## config.mk

```make
export PLATFORM = sky130hd
export DESIGN_NAME = sprite_blitter
export DESIGN_NICKNAME = d
export VERILOG_FILES = /design/src/rtl/sprite_blitter.sv
export SDC_FILE = /design/constraint.sdc
export NUM_CORES = 1
export LEC_CHECK = 0
export BUFFER_PORTS_ARGS = -buffer_cell sky130_fd_sc_hd__buf_2
export CORE_MARGIN = 1.5
export CORE_UTILIZATION = 50
export DETAILED_ROUTE_END_ITERATION = 7
export PLACE_DENSITY_LB_ADDON = 0.12
export SYNTH_ARGS = -nofsm -noshare
export SYNTH_HDL_FRONTEND = slang
export SYNTH_SLANG_ARGS = --single-unit
```

## constraint.sdc

```tcl
create_clock -name clock -period 3.2 [get_ports clock]
set_input_delay 0.16 -clock clock [delete_from_list [all_inputs] [get_ports clock]]
set_output_delay 0.16 -clock clock [all_outputs]
set_load 0.03 [all_outputs]
```

## src/rtl/sprite_blitter.sv

```systemverilog
// Rectangular pixel copy engine: streams a WxH block from a synchronous ROM
// to the VGA plotter, one pixel per clock, with clipping and colour-0 transparency.
module sprite_blitter #(
   parameter int unsigned SCREEN_W = 160,
   parameter int unsigned SCREEN_H = 120,
   parameter int unsigned ADDR_W   = 15,
   parameter int unsigned COLOUR_W = 3
) (
   input  logic                clock,
   input  logic                resetn,
   input  logic                copy_enable,
   input  logic [7:0]          x0,
   input  logic [6:0]          y0,
   input  logic [7:0]          width,
   input  logic [6:0]          height,
   input  logic [ADDR_W-1:0]   src_base,
   input  logic [7:0]          src_stride,
   input  logic                transparent_en,
   output logic [ADDR_W-1:0]   rom_addr,
   input  logic [COLOUR_W-1:0] rom_data,
   output logic [7:0]          vga_x,
   output logic [6:0]          vga_y,
   output logic [COLOUR_W-1:0] vga_colour,
   output logic                vga_plot,
   output logic                busy,
   output logic                finished
);

   typedef enum logic [1:0] {IDLE, RUN, FLUSH} state_t;

   state_t state, state_next;

   logic [7:0]        lat_x0;
   logic [6:0]        lat_y0;
   logic [7:0]        lat_w;
   logic [6:0]        lat_h;
   logic [7:0]        lat_stride;
   logic              lat_trans;
   logic [7:0]        col;
   logic [6:0]        row;
   logic [ADDR_W-1:0] row_base;
   logic              pix_valid;
   logic              pix_inb;

   logic              accept;
   logic              zero_size;
   logic              last_col;
   logic              last_pix;
   logic [8:0]        issue_x;
   logic [7:0]        issue_y;
   logic              issue_inb;

   assign zero_size = (width == 8'd0) || (height == 7'd0);
   assign last_col  = (col == lat_w - 8'd1);
   assign last_pix  = last_col && (row == lat_h - 7'd1);

   // Widened coordinates so overflow lands off-screen instead of wrapping.
   assign issue_x   = 9'(lat_x0) + 9'(col);
   assign issue_y   = 8'(lat_y0) + 8'(row);
   assign issue_inb = (issue_x < 9'(SCREEN_W)) && (issue_y < 8'(SCREEN_H));

   always_ff @(posedge clock or negedge resetn) begin
      if (!resetn) state <= IDLE;
      else         state <= state_next;
   end

   always_comb begin
      state_next = state;
      accept     = 1'b0;
      case (state)
         IDLE: begin
            if (copy_enable) begin
               accept     = 1'b1;
               state_next = zero_size ? FLUSH : RUN;
            end
         end
         RUN:     if (last_pix) state_next = FLUSH;
         FLUSH:   state_next = IDLE;
         default: state_next = IDLE;
      endcase
   end

   // Address generation, parameter latch and one-stage coordinate pipeline.
   always_ff @(posedge clock or negedge resetn) begin
      if (!resetn) begin
         lat_x0     <= '0;
         lat_y0     <= '0;
         lat_w      <= '0;
         lat_h      <= '0;
         lat_stride <= '0;
         lat_trans  <= 1'b0;
         col        <= '0;
         row        <= '0;
         row_base   <= '0;
         rom_addr   <= '0;
         pix_valid  <= 1'b0;
         pix_inb    <= 1'b0;
         vga_x      <= '0;
         vga_y      <= '0;
         busy       <= 1'b0;
         finished   <= 1'b0;
      end else begin
         busy      <= (state_next != IDLE);
         finished  <= (state_next == FLUSH);
         pix_valid <= (state == RUN);
         if (state == RUN) begin
            pix_inb <= issue_inb;
            vga_x   <= issue_x[7:0];
            vga_y   <= issue_y[6:0];
         end
         if (accept) begin
            lat_x0     <= x0;
            lat_y0     <= y0;
            lat_w      <= width;
            lat_h      <= height;
            lat_stride <= src_stride;
            lat_trans  <= transparent_en;
            col        <= '0;
            row        <= '0;
            row_base   <= src_base;
            if (!zero_size) rom_addr <= src_base;
         end else if (state == RUN) begin
            if (last_col) begin
               col <= '0;
               if (!last_pix) begin
                  row      <= row + 7'd1;
                  row_base <= row_base + ADDR_W'(lat_stride);
                  rom_addr <= row_base + ADDR_W'(lat_stride);
               end
            end else begin
               col      <= col + 8'd1;
               rom_addr <= rom_addr + ADDR_W'(1);
            end
         end
      end
   end

   // Plot strobe must see the ROM word of the same cycle for transparency.
   assign vga_colour = rom_data;
   assign vga_plot   = pix_valid && pix_inb && !(lat_trans && (rom_data == '0));

endmodule

```

==> flow_summary.toml <==
[outcome]
status = "finished, final reports clean"

[synthesis]
netlist_area_um2 = 6370
ys_ff_latch = 105
synth_adder_area_share_pct = 6.44
synth_top_family_by_area = "simple AND/OR/NAND/NOR gates"
synth_edf_count = 0
synth_cells = 719
synth-simple-area-share_pct = 23.2
async_flop_share_pct = 100
synth.distinct_cells = 70
ys_warn_count = 0
muxShareOfSynthArea_pct = 2.65
ys.flop_type = "dfrtp_1"
syn_nets = 810
synthXorXnorAreaFrac_pct = 6.74
synth-compound-area-share_pct = 15.5
syn_area_per_cell_um2 = 8.86
seq_area_frac_synth_pct = 41.2

[cells_and_area]
stdcell_area_um2 = 7550
stdcell_count = 1004
antennaDiodeCount = 0
utilization_pct = 60.3
nNetsFinal = 918
final_layout_size_suffix_gt1_share_pct = 18.4
area_growth_pct = 18.5

[sta]
finalSetupViolCount = 0
hold_ws_ns = 0.00988
slew_violations = 0
final_hold_viol_count = 0
setup_tns_ns = 0
slew_headroom_pct = 46.8
worst_pin_slew_ns = 0.799
fmax_mhz = 336
min_period_over_period_pct = 92.9
postLayoutSetupSlackWorst_ns = 0.226
rsz0062_at_grt = "false"
finClkSkew_ns = 0.00740
post-route-min-period_ns = 2.97

[die]
dieArea_um2 = 13400
dieWidth_um = 116
ios = 96
initial_core_util_pct = 50.9
core_um2 = 12500
rows = 41
dieHeight_um = 116

[clock_network]
cts_max_level = 3
cts.sinks = 105
insertion_delay_ns = 0.36
clockBufferDepth = 2
cts_buffers = 9
clock-root-buffer = "clkbuf_16"
cts_resized = 0
cts_tree = "built"
cts.clk_slew.worst_paths_ns = 0.07

[route]
dr.pass1.iters = 4
wl_per_cell_um = 15.7
drt-vias-per-instance = 5.53
drtAntennaViolNets = 0
wl_um = 15800
drt_iter0_drc = 349
drcViolationCount = 0
vias = 5552

[power]
powerDensity_nw_per_um2 = 1060
p_total_mw = 7.98
ir_drop_uv = 637
leakagePower_nw = 3.55

[global_routing]
gr-usage-all-layers_pct = 24.8
antenna_found_initial = 0
grt_max_degree = 64
top_usage_layer = "met2"
use_met2_pct = 42.5
grt_use_met1_pct = 31.3
use_met3_pct = 5.13
grt_overflow = 0
grt_pass1_vias = 5403
grt_pass1_wl_um = 26000

[setup_path]
cp-end-kind = "register"
rr_worst_depth = 8
worst-path-stages = 8
arrival_ns = 3.27
crit_fanout = 14
required_ns = 3.50
path_delay_family = "simple AND/OR/NAND/NOR gates"
slowest_stage = "or4_4"
path_buf_inv = 1
worstSetupPathType = "reg -> reg"
path_cells = "or3_4 > or4_4 > and4b_1 > o2111ai_4 > buf_4 > nor2_1 > a221oi_1 > mux2_2"
slowest_delay_ns = 0.45
startpoint_type = "register"

[place]
place_area_um2 = 7020
port_buffers = 95
dpl.hpwl_um = 11400
place_ws_ns = 0.287
globalplace.congestion = 0.854
dp_cells = 967

[min_path]
hold_class = "in -> reg"
holdPathStages = 3

[job]
timing.max_cap.violations = 0
[flip-flops by register name, summed over array words and instances, names as in the netlist]
name,count
row_base,15
pix_valid,1
lat_h,7
state,2
vga_y,7
lat_stride,8
vga_x,8
rom_addr,15
lat_y0,7
lat_w,8
row,7
lat_x0,8
col,8
busy,1
lat_trans,1
finished,1
pix_inb,1
[routing by layer]
layer / share of wire [%] / vias to the layer above
met3: 3.7 / 30
li1: - / 2745
met2: 50 / 130
met5: 0 / -
met4: 2.1 / 0
met1: 45 / 2647
[cell usage in the layout, fill, tap and decap left out, types with 4 or more instances in the layout]
cell | synthesis | final
a21o_1 | 7 | 7
a21oi_1 | 27 | 27
a31oi_1 | 4 | 4
and3_1 | 8 | 8
buf_2 | 3 | 94
buf_4 | 4 | 14
clkbuf_16 | 0 | 9
dfrtp_1 | 105 | 105
dlygate4sd3_1 | 0 | 21
ha_1 | 28 | 28
inv_1 | 28 | 28
mux2_2 | 7 | 7
mux2i_1 | 9 | 9
nand2_1 | 159 | 158
nand2b_1 | 7 | 7
nand3_1 | 20 | 20
nand4_1 | 9 | 9
nor2_1 | 34 | 34
nor2b_1 | 6 | 6
nor3_1 | 16 | 16
nor3b_1 | 4 | 4
nor4_1 | 10 | 10
nor4b_1 | 4 | 4
o21ai_0 | 47 | 47
o22ai_1 | 6 | 6
o31ai_1 | 6 | 6
or3_1 | 9 | 9
xnor2_1 | 27 | 27
xor2_1 | 22 | 22
[cell type report]
class / instances / area (um^2)
clock buffers: 11 / 243
well taps: 172 / 215
repair buffers: 130 / 806
flip-flops and latches: 105 / 2630
multi-input cells: 552 / 3470
inverters: 29 / 109
fillers: 1148 / 4960
clock inverters: 5 / 78.8
[report_power, final]
part           leakage (nW)  switching (mW)  total (mW)  internal (mW)
Combinational          2.11            2.50        4.21           1.71
Clock                 0.159           0.496        1.20          0.706
Sequential             1.28           0.620        2.57           1.95
[repair_timing]
item,4_1_cts,5_1_grt
buffers inserted,0,0
endpoints found under the setup margin,0,0
endpoints found under the hold margin,82,0
hold buffers,21,0
[cells by family (layout without fill, tap and decap cells)]
kind of cell    count (synthesis)  after routing
simple gates                  310            310
compound gates                146            146
flops                         105            105
buf+inv                        62            175
xor+xnor                       49             49
fa+ha+maj                      31             31
mux                            16             16
[synthesized netlist by cell type (6+ instances only)]
cell	instances	share of area [%]
inv_1	28	1.6
o22ai_1	6	0.59
and3_1	8	0.79
clkbuf_1	21	1.2
nand3_1	20	1.6
ha_1	28	5.5
nor3_1	16	1.3
o21ai_0	47	3.7
nand2b_1	7	0.69
nor4_1	10	0.98
a21oi_1	27	2.1
nor2b_1	6	0.59
xor2_1	22	3.0
xnor2_1	27	3.7
mux2i_1	9	1.4
o31ai_1	6	0.71
dfrtp_1	105	41
mux2_2	7	1.2
a21o_1	7	0.82
or3_1	9	0.88
nor2_1	34	2.0
nand2_1	159	9.4
nand4_1	9	0.88
[worst paths after layout]
path / from / end / slack [ns]
hold / removal: src_stride[1] / lat_stride[1] / 0.01
min in group asynchronous: resetn / lat_y0[3] / 0.45
hold reg to reg: vga_x[7] / vga_x[7] / 0.47
setup / recovery: lat_w[2] / rom_addr[5] / 0.23
max in group asynchronous: resetn / lat_w[5] / 2.03
setup reg to reg: lat_w[2] / rom_addr[5] / 0.23
[tightest hold or removal path, delay by kind of cell]
kind            cells  cell delay, ns
buf+inv             1            0.07
compound gates      1            0.06
simple gates        1            0.04
Note: power is estimated with default switching activity, not from simulation.
